==> src/rtl/reg_dump_ctrl_if.sv <==
// Output stream of the register dump sequencer: one (address, data) word per
// valid/ready handshake.
interface reg_dump_ctrl_if #(
  parameter int ADDR_W = 5,
  parameter int DATA_W = 32
);
  logic              out_valid;
  logic              out_ready;
  logic [ADDR_W-1:0] out_addr;
  logic [DATA_W-1:0] out_data;

  modport master (output out_valid, output out_addr, output out_data, input out_ready);
  modport slave  (input out_valid, input out_addr, input out_data, output out_ready);
endinterface

==> src/rtl/reg_dump_ctrl.sv <==
// Register-file read-side sequencer: walks read addresses 0..NUM_REGS-1 and
// streams each captured word out over a valid/ready handshake.
module reg_dump_ctrl #(
  parameter int ADDR_W   = 5,
  parameter int DATA_W   = 32,
  parameter int NUM_REGS = 32
) (
  input  logic              clk,
  input  logic              rst,
  input  logic              start,
  input  logic              abort,
  output logic [ADDR_W-1:0] rf_radd,
  input  logic [DATA_W-1:0] rf_rdata,
  reg_dump_ctrl_if.master   dump,
  output logic              busy,
  output logic              done
);

  typedef enum logic [1:0] {
    IDLE = 2'd0,
    READ = 2'd1,
    HOLD = 2'd2,
    DONE = 2'd3
  } state_t;

  localparam logic [ADDR_W-1:0] LAST_PTR = ADDR_W'(NUM_REGS - 1);

  state_t            state_r, state_s;
  logic [ADDR_W-1:0] ptr_r, ptr_s;
  logic              valid_r, valid_s;
  logic [ADDR_W-1:0] addr_r, addr_s;
  logic [DATA_W-1:0] data_r, data_s;
  logic              done_r, done_s;
  logic              accept_s;

  // Next-state and next-output decode; abort takes priority over an accept.
  always_comb begin
    state_s  = state_r;
    ptr_s    = ptr_r;
    valid_s  = valid_r;
    addr_s   = addr_r;
    data_s   = data_r;
    done_s   = 1'b0;
    accept_s = valid_r & dump.out_ready;
    case (state_r)
      IDLE: begin
        valid_s = 1'b0;
        if (start) begin
          ptr_s   = {ADDR_W{1'b0}};
          state_s = READ;
        end else begin
          state_s = IDLE;
        end
      end
      READ: begin
        if (abort) begin
          state_s = IDLE;
          ptr_s   = {ADDR_W{1'b0}};
          valid_s = 1'b0;
        end else begin
          // The only point where the capture register loads.
          data_s  = rf_rdata;
          addr_s  = ptr_r;
          valid_s = 1'b1;
          state_s = HOLD;
        end
      end
      HOLD: begin
        if (abort) begin
          state_s = IDLE;
          ptr_s   = {ADDR_W{1'b0}};
          valid_s = 1'b0;
        end else if (accept_s) begin
          valid_s = 1'b0;
          if (ptr_r == LAST_PTR) begin
            state_s = DONE;
            done_s  = 1'b1;
          end else begin
            ptr_s   = ptr_r + ADDR_W'(1);
            state_s = READ;
          end
        end else begin
          state_s = HOLD;
        end
      end
      DONE: begin
        state_s = IDLE;
      end
      default: begin
        state_s = IDLE;
        ptr_s   = {ADDR_W{1'b0}};
        valid_s = 1'b0;
      end
    endcase
  end

  // State and registered outputs.
  always_ff @(posedge clk) begin
    if (rst) begin
      state_r <= IDLE;
      ptr_r   <= {ADDR_W{1'b0}};
      valid_r <= 1'b0;
      addr_r  <= {ADDR_W{1'b0}};
      data_r  <= {DATA_W{1'b0}};
      done_r  <= 1'b0;
    end else begin
      state_r <= state_s;
      ptr_r   <= ptr_s;
      valid_r <= valid_s;
      addr_r  <= addr_s;
      data_r  <= data_s;
      done_r  <= done_s;
    end
  end

  // Read address and busy decode straight from state and pointer.
  always_comb begin
    rf_radd = {ADDR_W{1'b0}};
    busy    = 1'b0;
    case (state_r)
      READ, HOLD: begin
        rf_radd = ptr_r;
        busy    = 1'b1;
      end
      IDLE, DONE: begin
        rf_radd = {ADDR_W{1'b0}};
        busy    = 1'b0;
      end
      default: begin
        rf_radd = {ADDR_W{1'b0}};
        busy    = 1'b0;
      end
    endcase
  end

  assign dump.out_valid = valid_r;
  assign dump.out_addr  = addr_r;
  assign dump.out_data  = data_r;
  assign done           = done_r;

endmodule
==> src/flat_wrapper.sv <==
// flat-port wrapper written by rule: the top's interface ports become plain ports
module reg_dump_ctrl_flat 
#(
  parameter int ADDR_W   = 5,
  parameter int DATA_W   = 32,
  parameter int NUM_REGS = 32
)
  (clk, rst, start, abort, rf_radd, rf_rdata, busy, done, dump_out_valid, dump_out_addr, dump_out_data, dump_out_ready);
  reg_dump_ctrl_if #(.ADDR_W(ADDR_W), .DATA_W(DATA_W)) dump_i ();
  input  logic clk;
  input  logic rst;
  input  logic start;
  input  logic abort;
  output logic [ADDR_W-1:0] rf_radd;
  input  logic [DATA_W-1:0] rf_rdata;
  output logic busy;
  output logic done;
  output wire logic [$bits(dump_i.out_valid)-1:0] dump_out_valid;
  output wire logic [$bits(dump_i.out_addr)-1:0] dump_out_addr;
  output wire logic [$bits(dump_i.out_data)-1:0] dump_out_data;
  input wire logic [$bits(dump_i.out_ready)-1:0] dump_out_ready;
  assign dump_out_valid = dump_i.out_valid;
  assign dump_out_addr = dump_i.out_addr;
  assign dump_out_data = dump_i.out_data;
  assign dump_i.out_ready = dump_out_ready;
  reg_dump_ctrl #(.ADDR_W(ADDR_W), .DATA_W(DATA_W), .NUM_REGS(NUM_REGS)) u_core (.clk(clk), .rst(rst), .start(start), .abort(abort), .rf_radd(rf_radd), .rf_rdata(rf_rdata), .dump(dump_i), .busy(busy), .done(done));
endmodule
==> config.mk <==
export PLATFORM = sky130hd
export DESIGN_NAME = reg_dump_ctrl_flat
export DESIGN_NICKNAME = d
export VERILOG_FILES = /design/src/rtl/reg_dump_ctrl_if.sv /design/src/rtl/reg_dump_ctrl.sv /design/src/flat_wrapper.sv
export SDC_FILE = /design/constraint.sdc
export NUM_CORES = 1
export LEC_CHECK = 0
export CORE_AREA = 2 2 60 84
export DETAILED_ROUTE_END_ITERATION = 12
export DIE_AREA = 0 0 62 86
export GPL_TIMING_DRIVEN = 0
export PLACE_DENSITY = 0.74
export SLEW_MARGIN = 20
export SYNTH_ARGS = -nofsm -noshare
export SYNTH_HDL_FRONTEND = slang
export SYNTH_SLANG_ARGS = --single-unit
==> constraint.sdc <==
create_clock -name clk -period 3 [get_ports clk]
set_clock_uncertainty 0.1 [all_clocks]
set_input_delay 0.6 -clock clk [delete_from_list [all_inputs] [get_ports clk]]
set_output_delay 0.6 -clock clk [all_outputs]
set_load 0.02 [all_outputs]
After elaboration in Yosys (flattened, before gate mapping). Cells that the tools add are included.

Flip-flop bits (word level): 46. Bits of input ports: 37. Output and inout bits: 45. Logic and storage cells: 46.

Add/sub/neg operators: 1. Equal/unequal tests: 8. Multiplexer cells: 19. Bitwise operators: 4. Reduce and logical (&&, ||, !) cells: 8.

Operators by type and width (number): $mux W5 (5); $pmux W5 S3 (1); $pmux W5 S2 (1); $mux W2 (4); $pmux W2 S4 (1); $add A5 B1 Y5 const B (1); $eq A5 B5 Y1 const B (1); $mux W1 (5); $reduce_and A5 Y1 (1); $eq A2 B2 Y1 const B (2); $ne A2 B2 Y1 const B (2); $reduce_and A2 Y1 (2); $reduce_or A2 Y1 (2); $reduce_or A4 Y1 (1); $ne A3 B2 Y1 const B (1); $ne A3 B3 Y1 const B (1); $not A1 Y1 (3); $pmux W1 S3 (1); $reduce_bool A3 Y1 (1); $eq A2 B1 Y1 const B (1); $logic_not A2 Y1 (1); $pmux W1 S2 (1); $and A1 B1 Y1 (1).

Depth between registers and ports, before layout. Gate-level depths: netlist of the first run.

Depth after elaboration: 5. Depth in mapped cells: 7. Depth with buffers taken out: 7.

Worst setup path after synthesis of the first run. OpenSTA, ideal clock, no wires.

Path kind: reg-to-reg. Start: reg u_core.ptr_r[0]. End: reg u_core.ptr_r[3]. Setup time: 0.070 ns. Data arrival time: 1.975 ns. Data required time: 2.830 ns. Setup slack: 0.854 ns. Stages on the path, launching flop included: 8. Buffers on the path: 0. Clock period less this slack: 2.146 ns. Path through: dfxtp_1 ha_1 and3_1 ha_1 and4bb_2 o311ai_4 or4_1 a21oi_1.

Cells in the longest elaborated chain, start to end: 5. Elaborated cells on any way between the ends: 8. Classes of those cells: 1 x add/sub; 2 x eq/ne; 4 x mux; 1 x reduce/logical.

Ends and longest elaborated chain: start, declared (RTL line reg_dump_ctrl.sv:29) `logic [ADDR_W-1:0] ptr_r, ptr_s;`; start signal, assigned (RTL line reg_dump_ctrl.sv:101) `ptr_r <= {ADDR_W{1'b0}};`; start signal, assigned (RTL line reg_dump_ctrl.sv:108) `ptr_r <= ptr_s;`; $add A5 B1 Y5 (RTL line reg_dump_ctrl.sv:79) `ptr_s = ptr_r + ADDR_W'(1);`; $mux W5 (RTL line reg_dump_ctrl.sv:75) `if (ptr_r == LAST_PTR) begin`; $mux W5 (RTL line reg_dump_ctrl.sv:73) `end else if (accept_s) begin`; $mux W5 (RTL line reg_dump_ctrl.sv:69) `if (abort) begin`; $pmux W5 S3 (RTL line reg_dump_ctrl.sv:45) `case (state_r)`.

Parallel ways exist; a longest one is shown, timed or not. The select of a mux whose other input is x is not followed. A chain may end at the register's enable or synchronous reset.

Worst setup path in the final report of the first run.
Start: reg u_core.state_r[0]. End: out rf_radd[3].

Cells in the longest elaborated chain, start to end: 3. Elaborated cells on any way between the ends: 7. Classes of those cells: 3 x eq/ne; 1 x mux; 3 x reduce/logical.

Ends and longest elaborated chain: start, declared (RTL line reg_dump_ctrl.sv:28) `state_t state_r, state_s;`; start signal, assigned (RTL line reg_dump_ctrl.sv:107) `state_r <= state_s;`; $eq A2 B2 Y1 (tied with other cells) (RTL line reg_dump_ctrl.sv:120) `case (state_r)`; $reduce_or A2 Y1 (RTL line reg_dump_ctrl.sv:120); $pmux W5 S2 (*) (RTL line reg_dump_ctrl.sv:120); end, declared (RTL line flat_wrapper.sv:14) `output logic [ADDR_W-1:0] rf_radd;`.

Mark *: on every way between the ends. The rest lies on a longest branch, timed or not.

==> results of run 1 <==
flip-flops by register name, indices dropped and copies added, names as in the netlist:
signal / flops
u_core.done: 1
u_core.dump.out_addr: 5
u_core.dump.out_data: 32
u_core.dump.out_valid: 1
u_core.ptr_r: 5
u_core.state_r: 2
layout make-up:
| class | instances | area, µm² |
|---|---|---|
| Clock inverter | 1 | 8.76 |
| Fill cell | 403 | 1750 |
| Timing Repair Buffer | 80 | 801 |
| Sequential cell | 46 | 921 |
| Tap cell | 62 | 77.6 |
| Multi-Input combinational cell | 160 | 805 |
| Clock buffer | 7 | 96.3 |
| Buffer | 14 | 53.8 |
| Inverter | 6 | 22.5 |
critical path, cell delays in order (launching register included):
cell and delay [ns]:
dfxtp_1 0.37, inv_1 0.08, ha_1 0.36, and2_1 0.15, clkdlybuf4s50_1 0.60
stage by stage:
stage	cell area, µm²	util, %
4_1_cts	2790	61.4
2_1_floorplan	1800	-
6_report	2790	61.4
5_1_grt	2790	61.4
3_3_place_gp	2680	59.1
3_5_place_dp	2680	59.1
per-layer routing:
metal | wire, µm | share of wire [%] | global-route usage (%) | vias up
met1 | 1790 | 39 | 18.5 | 781
met4 | 29 | 0.64 | 5.22 | 0
met3 | 289 | 6.4 | 3.77 | 2
li1 | - | - | - | 907
met5 | 0 | 0 | 0 | -
met2 | 2430 | 54 | 31.7 | 50
final timing paths:
kind	startpoint	end	slack, ns	depth (start not counted)
hold / removal	u_core.dump.out_data[21]$_SDFFE_PP0P_	u_core.dump.out_data[21]$_SDFFE_PP0P_	0.36	2
hold reg to reg	u_core.dump.out_data[21]$_SDFFE_PP0P_	u_core.dump.out_data[21]$_SDFFE_PP0P_	0.36	2
setup / recovery	u_core.state_r[0]$_SDFF_PP0_	rf_radd[3]	0.46	4
setup reg to reg	u_core.ptr_r[0]$_SDFFE_PP0P_	u_core.ptr_r[3]$_SDFFE_PP0P_	0.66	7
synthesized netlist by cell type, types with 2 or more instances:
cell	n
nand2_1	80
nand2b_1	2
inv_1	6
dfxtp_1	46
or3_1	4
clkbuf_1	10
and2_1	5
buf_1	3
nor2b_1	2
o21ai_0	3
nor2_1	4
a21oi_1	44
nor4b_1	2
or4_1	2
ha_1	6
cells in the final DEF, fill, tap and decap left out, drive strengths merged:
cell           netlist  final
clkbuf              10     17
a21oi               44     44
or4                  2      2
nand3                1      1
clkinv               0      1
nor2b                2      2
dfxtp               46     46
buf                  4      4
and2                 5      5
nand2               80     80
o311ai               1      1
nor4b                2      2
clkdlybuf4s50        0     80
inv                  6      6
o21ai                3      3
and3                 1      1
ha                   6      6
and4bb               1      1
nor2                 4      4
a21o                 1      1
nand2b               2      2
or2b                 1      1
or3                  4      4
cells by family (layout without fill, tap and decap cells):
family / after synthesis / count (layout)
fa+ha+maj: 6 / 6
buf+inv: 20 / 108
compound gates: 49 / 49
simple gates: 105 / 105
flops: 46 / 46
power by group through the flow:
stage / Sequential [mW] / Combinational, mW / Clock (mW)
final: 0.632 / 0.151 / 0.412
after global routing: 0.633 / 0.165 / 0.443
after CTS: 0.632 / 0.153 / 0.428
after detailed placement: 0.646 / 0.152 / 0
after global placement: 0.645 / 0.150 / 0
after floorplan: 0.662 / 0.0465 / 0
==> impl_results.md, run 1 <==
* Final Power at roughly 1.2 mW
* Die W at 62 µm
* CTS resizes at 0
* CTS buffer count at 5
* Largest net degree at the start of global routing at 15
* Async set-reset flop share out of synthesis at 0%
* Die footprint at roughly 5300 µm²
* Hold buffers post-CTS at 0
* Req. time, crit path at 2.30 ns
* Critical Path Start Type: register
* Drt wl/cell at between 10 and 15 µm
* Ys Warns at 0
* First-pass GRT wire length at a little over 7 mm
* Drt first pass iters at 4
* Initial antenna violation count at 0
* P&R area growth vs syn at 54.6%
* N_diodes at 0
* Status: finished, final reports clean
* Max-cap viol count at 0
* Shortest period the worst path allows at approximately 2.5 ns
* Fin Setup TNS at 0 ns
* Yosys top cell by area: dfxtp_1
* Number of synthesized flops with an enable pin at 0
* Worst Tran Pin Value at 0.507 ns
* Post-synthesis adder-cell area fraction at under 10%
* DP Worst Slack at 0.459 ns
* Placer Congestion at approximately 0.78
* Vias in the first global route at 1600
* Power share of the sequential group at between 50% and 60%
* Final wirelength at 4.54 mm
* Compound-gate portion of the synthesized area at 14.9%
* Syn Nets at 269
* CP Max Fanout at 6
* Vias at 1740
* Post-Place Cells at roughly 370
* Period utilization at 84.8%
* Via density at roughly 4.6
* H-tree depth at 2
* Top cell type's share of synthesized area at 51.1%
* Starting density of the core at 39.7%
* CORE AREA at 4540 µm²
* Top cells by area, synth: dfxtp_1 51%, nand2_1 17%, a21oi_1 12%, ha_1 4.2%, clkbuf_1 2.1%
* DIE HEIGHT at approximately 86 µm
* Comb power frac at around an eighth
* Final nets at 356
* Post-Synthesis Cells at about 230
* Layout cells sized above 1 at 3.50%
* Post-synthesis xor/xnor area fraction at 0%
* Synthesized area at 1800 µm²
* Placed wire-length estimate at 3.46 mm
* Int Power at 916 µW
* Slew Limit Fails at 0
* I/O pin count at 82
* Initial DRC Count at between 50 and 60
* Final Non-Filler Cells at 376
* Largest family of logic cells by synthesized area: simple AND/OR/NAND/NOR gates
* Psw at 278 µW
* # rows at 29
* Hold slack at 0.356 ns
* Worst slew margin at about two thirds
* Mux contribution to synthesized area at 0%
* Sequential area share after synthesis at 51.1%
* Power density over cell area at 429 nW/µm²
* Reg clk slew, reported paths at 0.08 ns
* Overall routing resource usage at between 10% and 20%
* WS Path Type: reg -> out
* Post-Synth Simple-Gate Area at between 20% and 30%
* Post-CTS setup repair buffer count at 0
* Total gr overflow at 0
* Clock latency on the worst-skew pair at 0.29 ns
* Synth Area per Inst at 7.97 µm²
* Number of port buffers at 80
* Post-synth cell types at 22
* Switching share of power at 23.3%
* Peak supply drop at around 0.25 mV
* HP Class: reg -> reg
* Unrepaired setup endpoints after global routing: false
* CTS Root Buffer Type: clkbuf_8
* Final setup margin at 0.457 ns
* DRC Markers at 0
* P_leak at 0.958 nW
* WP data arrival at approximately 1.8 ns
* CTS tree: yes
* CTS Sinks at 46
* CP Capture Type: primary output
* FMAX at roughly 0.39 GHz
* Final Hold Fails at 0
* Top FF cell, synth: dfxtp_1
* Part of the power in the clock network at 34.5%
* #FFs+latches synth at 46
* Final ANT Viol Nets at 0
* Max Root-Sink Buffers at 2
* # setup viols final at 0
Power figures use the tool's default switching activity.
==> inputs of run 2 (changes only) <==
- CORE_AREA: 2 2 60 84 -> 2 2 62 88
- DIE_AREA: 0 0 62 86 -> 0 0 64 90
- PLACE_DENSITY: 0.74 -> 0.71
- clock period: 3 -> 2.2 ns (I/O delays scaled with it)
==> impl_results.md, run 2 (synthesis gave the netlist of run 1 again) <==
* Worst Hold Depth at 2 (unchanged)
* Number of port buffers at 80 (unchanged)
* Status: finished, final reports clean
* Largest register FFs at 32 (unchanged)
* R2R Setup Slk at 0.06 ns (-0.60 ns)
* Initial DRC Count at 50 (-15%)
* Largest net degree at the start of global routing at 14 (-1)
* Comb power frac at 12.6% (about the same)
* Layout cells sized above 1 at 7.50% (+4.0 points)
* Part of the power in the clock network at 36.1% (+1.6 points)
* Power share of the sequential group at 51.3% (-1.6 points)
* Via density at 4.53 (-2.0%)
* Final wirelength at 4.54 mm (about the same)
* Placer Congestion at 0.735 (-6.0%)
* Reg-to-reg endpoint: u_core.ptr_r[2]$_SDFFE_PP0P_
* Total gr overflow at 0 (unchanged)
* CTS Root Buffer Type: clkbuf_8
* CP Capture Type: register
* Die footprint at 5760 µm² (+8.0%)
* # rows at 31 (+6.9%)
* CP Max Fanout at 6 (unchanged)
* CTS Sinks at 46 (unchanged)
* Switching share of power at 22.2% (-1.1 points)
* CORE AREA at 5000 µm² (+10%)
* # setup viols final at 0 (unchanged)
* Post-Place Cells at 372 (+1.1%)
* Worst R2R Path Depth at 7 (unchanged)
* Peak supply drop at 0.257 mV (+1.3%)
* H-tree depth at 2 (unchanged)
* Unrepaired setup endpoints after global routing: false
* Initial antenna violation count at 0 (unchanged)
* Reg clk slew, reported paths at 0.08 ns (about the same)
* P&R area growth vs syn at 59.9%
* Slowest-stage cell, CP: or4_4
* Int Power at 1.30 mW (+42%)
* P_leak at 1.02 nW (+6.3%)
* Worst Tran Pin Value at 0.492 ns (-0.0149 ns)
* WP data arrival at 2.27 ns (+0.43 ns)
* Starting density of the core at 36.0% (-3.7 points)
* Max Root-Sink Buffers at 2 (unchanged)
* HP Class: reg -> reg
* Req. time, crit path at 2.33 ns (+0.03 ns)
* DIE HEIGHT at 90 µm (+4.7%)
* CP cell instances: ha_4 -> and3_4 -> ha_4 -> and4bb_2 -> o311ai_4 -> or4_4 -> a21oi_2
* Die W at 64 µm (+3.2%)
* First-pass GRT wire length at 7.40 mm (+5.1%)
* WS Path Type: reg -> reg
* Overall routing resource usage at 16.0% (-1.2 points)
* Vias in the first global route at 1638 (+2.4%)
* Drt wl/cell at 11.8 µm (-2.6%)
* Reg-to-Reg Start: u_core.ptr_r[1]$_SDFFE_PP0P_
* Vias at 1750 (+0.57%)
* Max-cap viol count at 0 (unchanged)
* Shortest period the worst path allows at around 2.1 ns
* Worst path most repeated cell: ha_4
* N_diodes at 0 (unchanged)
* Fin Setup TNS at 0 ns (unchanged)
* Power density over cell area at 581 nW/µm² (+36%)
* I/O pin count at 82 (unchanged)
* Hold endpoint: u_core.dump.out_data[27]$_SDFFE_PP0P_
* CTS tree: yes
* Most common cell after layout, fill and taps aside: nand2_1
* Worst slew margin at 67.2% (+0.99 points)
* Period utilization at between 90 and 100%
* FMAX at roughly 0.47 GHz
* Final Hold Fails at 0 (unchanged)
* Drt first pass iters at 4 (unchanged)
* Final nets at 362 (+1.7%)
* Most frequent cells in the layout: 80 x nand2_1, 74 x clkdlybuf4s50_1, 44 x dfxtp_1
* Slew Limit Fails at 0 (unchanged)
* Slowest stage delay, CP at 0.51 ns (-0.09 ns)
* Placed wire-length estimate at 3.37 mm (-2.6%)
* Hold path startpoint: u_core.dump.out_data[27]$_SDFFE_PP0P_
* Critical Path Start Type: register
* Final Non-Filler Cells at 386 (+2.7%)
* Psw at 371 µW (+33%)
* CTS buffer count at 5 (unchanged)
* DRC Markers at 0 (unchanged)
* Clock latency on the worst-skew pair at 0.29 ns (about the same)
* Final ANT Viol Nets at 0 (unchanged)
[run 2: changes by cell type in the layout (fill, tap and decap cells not counted), moves of 2 or more]
cell,change
ha_4,+2
clkbuf_2,+2
buf_4,+5
clkdlybuf4s50_1,-6
ha_1,-2
dlygate4sd2_1,+6
dfxtp_1,-2
clkbuf_8,-2
dfxtp_4,+2
[run 2: metrics by stage]
step	power, mW	util (%)	instance area (µm²)	hold slack, ns	setup slack, ns
after floorplan	0.967	-	1800	0.354	0.0542
after global placement	1.09	53.7	2690	0.341	-0.156
after detailed placement	1.09	53.7	2690	0.346	-0.168
after CTS	1.69	56.3	2820	0.358	0.0153
after global routing	1.75	57.6	2880	0.379	0.00142
final	1.67	57.6	2880	0.355	0.0629
[run 2: layout make-up]
type                    count  area [µm²]
plain buffers              14        56.3
clock buffers               7        76.3
clock inverters             1        30.0
fillers                   451        2120
inverters                   6        22.5
multi-input cells         160         842
flip-flops and latches     46         928
well taps                  66        82.6
repair buffers             86         842
[run 2: repair_timing]
action,4_1_cts,5_1_grt
pin swaps,5,7
buffers inserted,3,4
hold buffers,0,0
endpoints found under the setup margin,8,15
gates resized for setup,11,10
[run 2: per-layer routing]
| metal | vias up | routed length, µm | GRT usage [%] |
|---|---|---|---|
| met2 | 49 | 2310 | 28.2 |
| met3 | 7 | 197 | 3.75 |
| met1 | 775 | 1960 | 18.6 |
| met5 | - | 0 | 0 |
| met4 | 0 | 68 | 5.43 |
| li1 | 919 | - | - |
[run 2: power by group through the flow]
stage / Combinational [mW] / Clock (mW) / Sequential (mW)
finish: 0.211 / 0.604 / 0.858
global route: 0.230 / 0.661 / 0.861
CTS: 0.213 / 0.622 / 0.860
detailed placement: 0.207 / 0 / 0.881
global placement: 0.206 / 0 / 0.880
floorplan: 0.0634 / 0 / 0.903
[run 2: critical path, delay by kind of cell (launching register included)]
kind / cells / cell delay, ns
AOI/OAI and AO/OA: 2 / 0.27
adders and majority gates: 2 / 0.31
DFF: 1 / 0.37
and+or+nand+nor: 3 / 1.02
[run 2: worst max-delay path by stage]
stage                     slack [ns]  depth (start not counted)                          from                                    to
after floorplan                 0.05                          7  u_core.ptr_r[0]$_SDFFE_PP0P_          u_core.ptr_r[3]$_SDFFE_PP0P_
after global placement         -0.16                          6                         abort  u_core.dump.out_addr[1]$_SDFFE_PP0P_
after detailed placement       -0.17                          6                         abort  u_core.dump.out_addr[3]$_SDFFE_PP0P_
after CTS                       0.02                          7  u_core.ptr_r[0]$_SDFFE_PP0P_          u_core.ptr_r[2]$_SDFFE_PP0P_
after global routing           0.001                          7  u_core.ptr_r[1]$_SDFFE_PP0P_          u_core.ptr_r[2]$_SDFFE_PP0P_
final                           0.06                          7  u_core.ptr_r[1]$_SDFFE_PP0P_          u_core.ptr_r[2]$_SDFFE_PP0P_
==> inputs of run 3 (changes only) <==
- CTS_CLUSTER_SIZE: default -> 10
- clock period: 2.2 -> 1.8 ns (I/O delays scaled with it)
==> impl_results.md, run 3 (synthesis gave the netlist of run 1 again) <==
* Design Area, Final at 2930 µm² (+1.7%)
* Final Non-Filler Cells at 388 (+0.52%)
* Initial DRC Count at 64 (+28%)
* # setup viols final at 5 (+5)
* Overall routing resource usage at 16.8% (+0.83 points)
* Int Power at 1.49 mW (+15%)
* Via density at 4.60 (+1.5%)
* DIE HEIGHT at 90 µm (unchanged)
* Drt first pass iters at 4 (unchanged)
* Starting density of the core at 36.0% (unchanged)
* Total gr overflow at 0 (unchanged)
* Clock latency on the worst-skew pair at 0.28 ns (about the same)
* H-tree depth at 2 (unchanged)
* WP data arrival at 2.20 ns (-0.07 ns)
* # rows at 31 (unchanged)
* WS Path Type: reg -> reg
* Slew Limit Fails at 0 (unchanged)
* Final nets at 364 (+0.55%)
* Power density over cell area at 670 nW/µm² (+15%)
* Vias in the first global route at 1742 (+6.3%)
* HP Class: reg -> reg
* Placed wire-length estimate at 3.36 mm (-0.29%)
* Worst slew margin at 64.2% (-3.0 points)
* Power share of the sequential group at 53.5% (+2.2 points)
* Period utilization at 116% (+18 points)
* N_diodes at 0 (unchanged)
* Hold buffers post-CTS at 0 (unchanged)
* Most frequent cells in the layout: 80 x nand2_1, 72 x clkdlybuf4s50_1, 42 x a21oi_1, 42 x dfxtp_1, 10 x buf_4
* Final Power at 1.96 mW (+17%)
* P&R area growth vs syn at 62.5%
* Vias at 1786 (+2.1%)
* Drt wl/cell at 12.2 µm (+3.5%)
* CTS tree: yes
* Critical Path Start Type: register
* Layout cells sized above 1 at 14.3% (+6.8 points)
* DRC Markers at 0 (unchanged)
* DP Area at 2710 µm² (+0.84%)
* Most common cell after layout, fill and taps aside: nand2_1
* Part of the power in the clock network at 32.6% (-3.5 points)
* Fillers at 449 (-0.44%)
* Initial antenna violation count at 0 (unchanged)
* Die W at 64 µm (unchanged)
* CP Capture Type: register
* CTS Sinks at 46 (unchanged)
* Switching share of power at 23.9% (+1.7 points)
* Number of port buffers at 80 (unchanged)
* Largest net degree at the start of global routing at 15 (+1)
* I/O pin count at 82 (unchanged)
* Unrepaired setup endpoints after global routing: true
* Psw at 469 µW (+26%)
* Comb power frac at 13.9% (+1.3 points)
* CP Max Fanout at 5 (-1)
* Violated checks: setup timing
* Max Root-Sink Buffers at 2 (unchanged)
* P_leak at 1.05 nW (+3.4%)
* Final Hold Fails at 0 (unchanged)
* Worst Tran Pin Value at 0.537 ns (+0.0451 ns)
* Post-Place Cells at 372 (unchanged)
* Largest register FFs at 32 (unchanged)
* Placer Congestion at 0.756 (+2.8%)
* CTS buffer count at 5 (unchanged)
* Peak supply drop at 0.332 mV (+29%)
* Die footprint at 5760 µm² (unchanged)
* Final wirelength at 4.72 mm (+4.0%)
* Shortest period the worst path allows at 2.08 ns (-0.0573 ns)
* DP Worst Slack at -0.512 ns (-0.344 ns)
* Final ANT Viol Nets at 0 (unchanged)
* CTS Root Buffer Type: clkbuf_8
* Final setup margin at -0.280 ns (-0.343 ns)
* Reg clk slew, reported paths at 0.08 ns (about the same)
* Max-cap viol count at 0 (unchanged)
* CORE AREA at 5000 µm² (unchanged)
* Req. time, crit path at 1.92 ns (-0.41 ns)
* First-pass GRT wire length at 7.91 mm (+6.8%)
* FMAX at 0.481 GHz (+2.8%)
* Status: finished with violations
run 3: cell types whose count changed in the layout (fill, tap and decap cells not counted), sizes merged:
cell and delta:
o311ai +1, clkinv +1, clkbuf -1, buf +7, dlymetal6s2s +2, dlygate4sd2 -6
bufinv -1, clkinvlp +1, clkdlybuf4s50 -2
run 3: worst max-delay path: stages (launching register included):
cell and delay, ns:
dfxtp_4 0.36, ha_4 0.16, and3_4 0.18, ha_4 0.15
and4bb_2 0.33, o311ai_4 0.12, or4_4 0.51, a21oi_2 0.11
run 3: worst paths after layout:
check / to / depth (start not counted) / from / slack (ns)
max: u_core.ptr_r[2]$_SDFFE_PP0P_ / 7 / u_core.ptr_r[1]$_SDFFE_PP0P_ / -0.28
max reg2reg: u_core.ptr_r[2]$_SDFFE_PP0P_ / 7 / u_core.ptr_r[1]$_SDFFE_PP0P_ / -0.28
min: u_core.dump.out_data[3]$_SDFFE_PP0P_ / 2 / u_core.dump.out_data[3]$_SDFFE_PP0P_ / 0.36
min reg2reg: u_core.dump.out_data[3]$_SDFFE_PP0P_ / 2 / u_core.dump.out_data[3]$_SDFFE_PP0P_ / 0.36
run 3: metal layers:
layer | global-route usage, % | share of wire, % | vias up
met5 | 0 | 0 | -
met4 | 4.35 | 0.57 | 0
met3 | 3.75 | 5.3 | 2
met2 | 31.7 | 53 | 49
met1 | 18.4 | 41 | 806
li1 | - | - | 929
run 3: repair_timing:
| item | in CTS | in global routing |
|---|---|---|
| endpoints found under the setup margin | 41 | 44 |
| gates cloned | 1 | 0 |
| resized for setup | 35 | 22 |
| pin swaps | 8 | 3 |
| buffers inserted | 4 | 3 |
run 3: final cells by class:
cell class	instances	area [µm²]	share of cell area, %
clock buffers	6	82.6	2.82
flip-flops and latches	46	931	31.8
repair buffers	87	833	28.5
inverters	6	22.5	0.769
clock inverters	2	12.5	0.427
multi-input cells	161	890	30.4
plain buffers	14	73.8	2.52
well taps	66	82.6	2.82
run 3: stage by stage:
stage | TNS, ns | util [%] | hold WS, ns
floorplan | -0.795 | - | 0.337
global placement | -15.24 | 54.1 | 0.340
detailed placement | -16.16 | 54.1 | 0.346
CTS | -0.925 | 57.4 | 0.358
global route | -1.50 | 58.5 | 0.378
finish | -1.09 | 58.5 | 0.356
run 3: power by group through the flow:
stage                     registers (mW)  clock network [mW]  logic, mW
after detailed placement            1.08                   0      0.253
final                               1.05               0.640      0.272
after floorplan                     1.10                   0     0.0775
after CTS                           1.05               0.666      0.269
after global placement              1.08                   0      0.252
after global routing                1.05               0.712      0.295
